<file path="src/rtl/piarb_qdepth_pkg.sv">
// Shared types and sizing for the PU queue depth tracker.
// Ack bundle is reused by piarb_sch-style initiators.
package piarb_qdepth_pkg;

  localparam int NUM_OF_PU = 32;
  localparam int PU_QUEUE_ENTRIES_NBITS = 6;
  localparam int QID_NBITS = 5;

  typedef struct packed {
    logic                 ack;
    logic                 flag;
    logic [QID_NBITS-1:0] qid;
  } ack_t;

endpackage

</file>
<file path="src/rtl/piarb_qdepth_cnt.sv">
// Single saturating queue depth counter.
// Dequeue is applied before enqueue; value is the pre-update depth.
module piarb_qdepth_cnt #(
  parameter int W = 6
) (
  input  logic         clk,
  input  logic         rst,
  input  logic         inc,
  input  logic         dec,
  output logic [W-1:0] value
);

  localparam logic [W-1:0] MAX = {W{1'b1}};

  logic [W-1:0] cnt_q;
  logic [W-1:0] mid;
  logic [W-1:0] cnt_d;

  always_comb begin
    mid = cnt_q;
    if (dec && (cnt_q != '0)) mid = cnt_q - 1'b1;
    cnt_d = mid;
    if (inc && (mid != MAX)) cnt_d = mid + 1'b1;
  end

  always_ff @(posedge clk or posedge rst) begin
    if (rst) cnt_q <= '0;
    else     cnt_q <= cnt_d;
  end

  assign value = cnt_q;

endmodule

</file>
<file path="src/rtl/piarb_qdepth.sv">
// Per-PU queue depth tracker answering enqueue/dequeue requests
// with registered acks and scheduling hints.
module piarb_qdepth
  import piarb_qdepth_pkg::*;
#(
  parameter int QUEUE_ID_NBITS      = QID_NBITS,
  parameter int QUEUE_DEPTH         = NUM_OF_PU,
  parameter int QUEUE_ENTRIES_NBITS = PU_QUEUE_ENTRIES_NBITS
) (
  input  logic                      clk,
  input  logic                      rst,
  input  logic                      enq_req,
  input  logic [QUEUE_ID_NBITS-1:0] enq_qid,
  input  logic                      deq_req,
  input  logic [QUEUE_ID_NBITS-1:0] deq_qid,
  output logic                      enq_ack,
  output logic                      enq_to_empty,
  output logic [QUEUE_ID_NBITS-1:0] enq_ack_qid,
  output logic                      deq_depth_ack,
  output logic                      deq_depth_from_emptyp2,
  output logic                      enq_ovf,
  output logic                      deq_udf
);

  localparam int W = QUEUE_ENTRIES_NBITS;
  localparam logic [W-1:0] MAX = {W{1'b1}};

  logic [QUEUE_DEPTH-1:0] inc_v;
  logic [QUEUE_DEPTH-1:0] dec_v;
  logic [W-1:0]           depth [QUEUE_DEPTH];

  always_comb begin
    inc_v = '0;
    dec_v = '0;
    for (int i = 0; i < QUEUE_DEPTH; i++) begin
      inc_v[i] = enq_req && (enq_qid == QUEUE_ID_NBITS'(i));
      dec_v[i] = deq_req && (deq_qid == QUEUE_ID_NBITS'(i));
    end
  end

  for (genvar g = 0; g < QUEUE_DEPTH; g++) begin : g_cnt
    piarb_qdepth_cnt #(.W(W)) u_cnt (
      .clk   (clk),
      .rst   (rst),
      .inc   (inc_v[g]),
      .dec   (dec_v[g]),
      .value (depth[g])
    );
  end

  logic [W-1:0] d_enq;
  logic [W-1:0] d_deq;
  logic [W-1:0] e_enq;
  logic         same_q;

  // A same-cycle dequeue to the same queue is ordered first.
  always_comb begin
    d_enq  = depth[enq_qid];
    d_deq  = depth[deq_qid];
    same_q = enq_req && deq_req && (enq_qid == deq_qid);
    e_enq  = d_enq;
    if (same_q && (d_enq != '0)) e_enq = d_enq - 1'b1;
  end

  ack_t enq_r;
  logic deq_ack_r;
  logic deq_flag_r;
  logic ovf_r;
  logic udf_r;

  always_ff @(posedge clk or posedge rst) begin
    if (rst) begin
      enq_r      <= '0;
      deq_ack_r  <= 1'b0;
      deq_flag_r <= 1'b0;
      ovf_r      <= 1'b0;
      udf_r      <= 1'b0;
    end else begin
      enq_r.ack  <= enq_req;
      enq_r.flag <= enq_req && (e_enq == '0);
      enq_r.qid  <= enq_req ? enq_qid : '0;
      deq_ack_r  <= deq_req;
      deq_flag_r <= deq_req && (d_deq > W'(1));
      ovf_r      <= ovf_r | (enq_req && (e_enq == MAX));
      udf_r      <= udf_r | (deq_req && (d_deq == '0));
    end
  end

  assign enq_ack                = enq_r.ack;
  assign enq_to_empty           = enq_r.flag;
  assign enq_ack_qid            = enq_r.qid;
  assign deq_depth_ack          = deq_ack_r;
  assign deq_depth_from_emptyp2 = deq_flag_r;
  assign enq_ovf                = ovf_r;
  assign deq_udf                = udf_r;

endmodule

</file>
<file path="config.mk">
export PLATFORM = sky130hd
export DESIGN_NAME = piarb_qdepth
export DESIGN_NICKNAME = d
export VERILOG_FILES = /design/src/rtl/piarb_qdepth_pkg.sv /design/src/rtl/piarb_qdepth_cnt.sv /design/src/rtl/piarb_qdepth.sv
export SDC_FILE = /design/constraint.sdc
export NUM_CORES = 1
export LEC_CHECK = 0
export ABC_AREA = 1
export ABC_CLOCK_PERIOD_IN_PS = 9300
export CORE_AREA = 4 4 186 188
export DETAILED_ROUTE_END_ITERATION = 10
export DIE_AREA = 0 0 190 192
export GPL_TIMING_DRIVEN = 0
export PLACE_DENSITY_LB_ADDON = 0.1
export SYNTH_ARGS = -nofsm -noshare
export SYNTH_HDL_FRONTEND = slang
export SYNTH_SLANG_ARGS = --single-unit
export TNS_END_PERCENT = 1
</file>
<file path="constraint.sdc">
create_clock -name clk -period 9.3 [get_ports clk]
set_input_delay 1.395 -clock clk [delete_from_list [all_inputs] [get_ports clk]]
set_output_delay 1.395 -clock clk [all_outputs]
set_load 0.02 [all_outputs]
</file>
======== Word level (Yosys, flattened, before mapping) ========
Cells that the tools add are included.
storage, ports and cells
  register bits after elaboration ......... 203
  bits of input ports ..................... 14
  word-level logic and storage cells ...... 451
cells by class
  add/subtract/negate cells ............... 65
  $lt $le $gt $ge ......................... 3
  eq/ne operators ......................... 96
  mux-type cells .......................... 72
  bitwise logic cells ..................... 4
  reduce and logical (&&, ||, !) cells .... 172
operators with widths
  operator               number
  $mux W6                69
  $reduce_bool A6 Y1     33
  $sub A6 B1 Y6 const B  33
  $add A6 B1 Y6 const B  32
  $ne A6 B6 Y1 const B   32
  $eq A5 B5 Y1 const B   32
  $logic_and A1 B1 Y1    135
  $eq A5 B4 Y1 const B   16
  $bmux W6 S5            2
  $eq A5 B3 Y1 const B   8
  $eq A5 B2 Y1 const B   4
  $ge A6 B6 Y1 const B   2
  $logic_not A6 Y1       2
  $not A5 Y6             2
  $eq A5 B1 Y1 const B   2
  $logic_not A5 Y1       2
  $eq A6 B6 Y1 const B   1
  $gt A6 B1 Y1 const B   1
  $eq A5 B5 Y1           1
  $mux W5                1
  $or A1 B1 Y1           2

======== Depth between registers and ports, before layout ========
  depth in word-level cells ............... 10
  gate-level depth with buffers ........... 23
  gate-level depth less buffers ........... 21

======== Cells and area by module ========
From an unflattened synthesis, not the netlist that was laid out.
second synthesis, totals
  cells, all modules ...................... 3809
  area total of the unflattened synthesis .. 22379.0 um^2
by module, submodules not included
  module                                  instances  cells an instance  area an instance (um^2)  seq. area each (um^2)
  piarb_qdepth_cnt at g_cnt[0].u_cnt ...  31         91                 569.3                    150.1
  piarb_qdepth                            1          893                4146.5                   275.3
  piarb_qdepth_cnt at g_cnt[15].u_cnt     1          95                 584.3                    150.1

======== Worst setup path before layout ========
No wires, ideal clock.
  path type ............................... input-to-reg
  start point ............................. input enq_qid[0]
  end point ............................... register enq_r, in the netlist enq_to_empty
  library setup time ...................... 0.086 ns
  arrival time ............................ 3.316 ns
  data required time ...................... 9.214 ns
  slack ................................... 5.898 ns
  stages on the path ...................... 19
  path buffers ............................ 3
  cell sequence ........................... buf_4 buf_4 buf_2 o21ai_0 nand2_1 nand2_1 nand2_1 nand2_1 nor2_1 nand2_1 nand2_1 ha_1 nand3_1 nor2_1 nor2_1 nand2_1 nand2_1 nand3_1 nor3_1
between the ends
  cells in the longest elaborated chain, start to end .. 9
  elaborated cells between the ends (all ways) .. 12
ends and longest elaborated chain
  element                                                                line                source
  start, declared                                                        piarb_qdepth.sv:13  input logic [QUEUE_ID_NBITS-1:0] enq_qid,
  parallel branches: the longest is 6 deep, another holds $sub A6 B1 Y6  --
  $mux W6 (*)                                                            piarb_qdepth.sv:62  if (same_q && (d_enq != '0)) e_enq = d_enq - 1'b1;
  $logic_not A6 Y1 (*)                                                   piarb_qdepth.sv:80  enq_r.flag <= enq_req && (e_enq == '0);
  $logic_and A1 B1 Y1 (*)                                                piarb_qdepth.sv:80
  end, declared                                                          piarb_qdepth.sv:65  ack_t enq_r;
Mark *: on every way between the ends. The select of a mux whose other input is x is not followed.

======== Worst setup path in the final report ========
  start point ............................. input enq_qid[4]
  end point ............................... register g_cnt[5].u_cnt.cnt_q[5]
between the ends
  cells in the longest elaborated chain, start to end .. 4
ends and longest elaborated chain
  element                            line                    source
  $eq A5 B3 Y1                       piarb_qdepth.sv:36      inc_v[i] = enq_req && (enq_qid == QUEUE_ID_NBITS'(i));
  $logic_and A1 B1 Y1                piarb_qdepth.sv:36
  $logic_and A1 B1 Y1                piarb_qdepth_cnt.sv:23  if (inc && (mid != MAX)) cnt_d = mid + 1'b1;
  $mux W6                            piarb_qdepth_cnt.sv:23
  named net g_cnt[5].u_cnt.cnt_d[5]  piarb_qdepth_cnt.sv:17  logic [W-1:0] cnt_d;
  end signal, assigned               piarb_qdepth_cnt.sv:28  else cnt_q <= cnt_d;
  end, declared                      piarb_qdepth_cnt.sv:15  logic [W-1:0] cnt_q;
The timed path passes the listed nets, and every way through them passes these cells.

==> run_results.csv <==
group,metric,value,unit
floorplan,dieArea,36500,um2
critical_path,slowest_stage,"nor4_1",
yosys,yosysUniqueCellTypes,52,
cts,clkTransAtPathRegs,50,ps
routing,vias_per_cell,5.42,
global_routing,grt_usage,30.8,%
routing,dr_total_vias,17000,
global_routing,grt_pass1_vias,16400,
status,status,"complete, no violations",
place,dpl.hpwl,42100,um
critical_path,critPathMaxStageDelay,1140,ps
critical_path,cp.required,9710,ps
cts,cts_tree,"built",
yosys,synth-main-ff-cell,"dfrtp_1",
yosys,synth-seq-cells,203,
yosys,async_reset_ff_share,100,%
cts,numCtsBuffers,25,
yosys,ys_warn_count,0,
power,switchingPower,2.20,mW
cts,root_buffer,"clkbuf_16",
power,sequentialPowerShare,32.0,%
timing,finalSetupViolCount,0,
timing,hold_viol,0,
critical_path,start_kind,"input pin",
flow_run,cap_violations,0,
power,cellInternalPower,2.55,mW
finish,layout.nets,2776,
routing,first_iter_violations,1530,
hold_path,holdCritPathClass,"reg -> reg",
routing,wirelength,56100,um
global_routing,grt_max_degree,110,
yosys,ys_top_cells_by_area,"dfrtp_1 28%, nand2_1 13%, xor2_1 11%",
floorplan,rows,67,
timing,max_freq,192,MHz
global_routing,grt-ovfl-total,0,
cts,cts_setup_buffers,0,
cts,htree_levels,1,
power,sw_frac_of_total,46.3,%
timing,finalCritPeriodShare,55.9,%
timing,finalMaxSlewViolations,0,
yosys,syn_nets,2726,
yosys,synth_common_cells,"609 x nand2_1, 403 x inv_1, 363 x nor2_1",
routing,dr.pass1.iters,5,
floorplan,dieWidth,190,um
routing,antenna_left,0,
yosys,synth_top_cell_by_area,"dfrtp_1",
yosys,synth-edff-count,0,
critical_path,crit_buf_inv,3,
place,placed_cells,3085,
routing,drcViolationCount,0,
critical_path,worstSetupEndpointType,"register",
cts,clock_path_buffers,3,
yosys,avgSynthCellArea,6.85,um2
global_routing,grt_pass1_wl,88800,um
power,p_clk_share,21.3,%
finish,stdcell_count,3130,
yosys,netlist.area_leader.share,28.4,%
timing,worst_pin_slew,1320,ps
power,power.density,243,nW/um2
place,place_area,18700,um2
power,leakage,9.85,nW
timing,fin_crit,5200,ps
yosys,syn_inst,2614,
power,pwr-share-comb,46.7,%
critical_path,cp_cell_sequence,"clkdlybuf4s50_1, clkbuf_1, nor2_2, inv_1, nor4_1, nand2_2, mux2_1",
finish,final_cell_area,19600,um2
yosys,syn_area,17900,um2
yosys,seq_area_frac_synth,28.4,%
place,numPortBuffers,22,
cts,clk_latency,540,ps
timing,clock_skew,16.3,ps
finish,antenna_cells,0,
timing,rsz0062_at_grt,"false",
floorplan,core-area,33100,um2
power,vdd_ir_drop_max,0.158,mV
cts,postCtsHoldBufs,0,
yosys,synth.most_common_cell,"nand2_1",
finish,drive_gt1_share,8.31,%
timing,slew_headroom,11.5,%
cts,cts.sinks,203,
critical_path,path_max_fanout,10,
place,globalplace.congestion,1.00,
floorplan,die_h,192,um
critical_path,cp_data_arrival_time,5610,ps
floorplan,ioPinCount,25,
global_routing,antenna_found_initial,1,
critical_path,crit_family,"simple AND/OR/NAND/NOR gates",
routing,wl_per_cell,17.9,um
finish,fillCellCount,3160,
cts,cts_resized,0,
finish,syn2layout_area_growth,9.28,%
critical_path,critPathKind,"in -> reg",
floorplan,initial_core_util,54.1,%
==> final timing paths <==
kind                                                        start                                  to  slack, ps  cells after the start
worst min-delay path                            enq_ovf$_DFF_PP0_                   enq_ovf$_DFF_PP0_        470                      2
worst max register to register  g_cnt[1].u_cnt.value[0]$_DFF_PP0_   g_cnt[1].u_cnt.value[1]$_DFF_PP0_       6580                     13
min in group asynchronous                                     rst   g_cnt[7].u_cnt.value[1]$_DFF_PP0_       1350                      2
worst max-delay path                                   enq_qid[4]   g_cnt[5].u_cnt.value[5]$_DFF_PP0_       4100                      7
max in group asynchronous                                     rst  g_cnt[24].u_cnt.value[0]$_DFF_PP0_       6920                      3
worst min register to register                  enq_ovf$_DFF_PP0_                   enq_ovf$_DFF_PP0_        470                      2
==> power groups by stage <==
stage                     Clock, mW  Sequential, mW  Combinational (mW)
after floorplan                   0            1.41                1.70
after global placement            0            1.52                2.10
after detailed placement          0            1.52                2.17
after CTS                      1.03            1.51                2.19
after global routing           1.07            1.56                2.55
final                          1.01            1.52                2.22
==> sequential cells by signal, summed over array words and instances (netlist names) <==
name and flops:
deq_udf 1, deq_depth_ack 1, enq_to_empty 1, enq_ack 1, g_cnt.u_cnt.value 192, enq_ack_qid 5, deq_depth_from_emptyp2 1, enq_ovf 1
==> tightest hold or removal path, delay by kind of cell, from the launching register on <==
kind	cells	cell delay (ps)
buf+inv	1	40
flops	1	340
simple gates	1	50
==> logic make-up after synthesis <==
logic type               count (synthesis)  share of synthesized area, %
AND/OR/NAND/NOR                       1344                          33.6
buffers and inverters                  472                          10.4
XOR/XNOR                               297                          14.6
flip-flops                             203                          28.4
AO/OA/AOI/OAI                          197                          5.96
adder cells (fa/ha/maj)                 98                          6.85
multiplexers                             3                         0.189
==> cells in the final DEF, fill, tap and decap left out, types with 4 or more instances in the layout <==
cell type,count
nand3_2,28
nor2_1,363
nand2_2,30
o21ai_0,103
nor3_1,34
nand3b_1,4
xnor2_1,73
nand4_2,7
nor2_2,33
nand4_1,84
clkinv_2,4
o21ai_1,10
buf_4,11
o22ai_1,17
buf_2,22
clkbuf_1,10
clkbuf_16,25
inv_1,402
a21oi_1,47
dfrtp_1,203
xor2_1,222
nand3_1,131
nor2_4,4
nor3_2,5
ha_1,98
nand2_1,609
clkdlybuf4s50_1,22
clkbuf_8,8
inv_2,26
==> routing by layer <==
metal / track usage, % / wire [um] / up-vias
met5: 0 / 13 / -
met4: 12.3 / 2640 / 2
met3: 5.87 / 4640 / 166
met2: 49.4 / 24800 / 648
met1: 41.3 / 24000 / 7905
li1: - / - / 8258
==> per-stage QoR <==
stage               util [%]  setup TNS, ps  hold WS (ps)  setup slack, ps  total power, mW
finish                  59.1              0           469             4100             4.75
floorplan                  -              0           565             2370             3.10
global placement        56.4        -134410           449             -680             3.62
detailed placement      56.5              0           456             3730             3.69
global route            59.1              0           508             4190             5.18
CTS                     59.1              0           478             4270             4.73
==> area by class of cell <==
type | count | area (um2) | area share [%]
timing repair buffer | 23 | 248 | 1.27
clock buffer | 38 | 754 | 3.86
tap | 448 | 561 | 2.87
buffer | 41 | 238 | 1.22
multi-input combinational | 1939 | 11000 | 56.0
sequential | 203 | 5080 | 26.0
clock inverter | 7 | 91.3 | 0.467
inverter | 431 | 1630 | 8.31
Power figures use the tool's default switching activity.
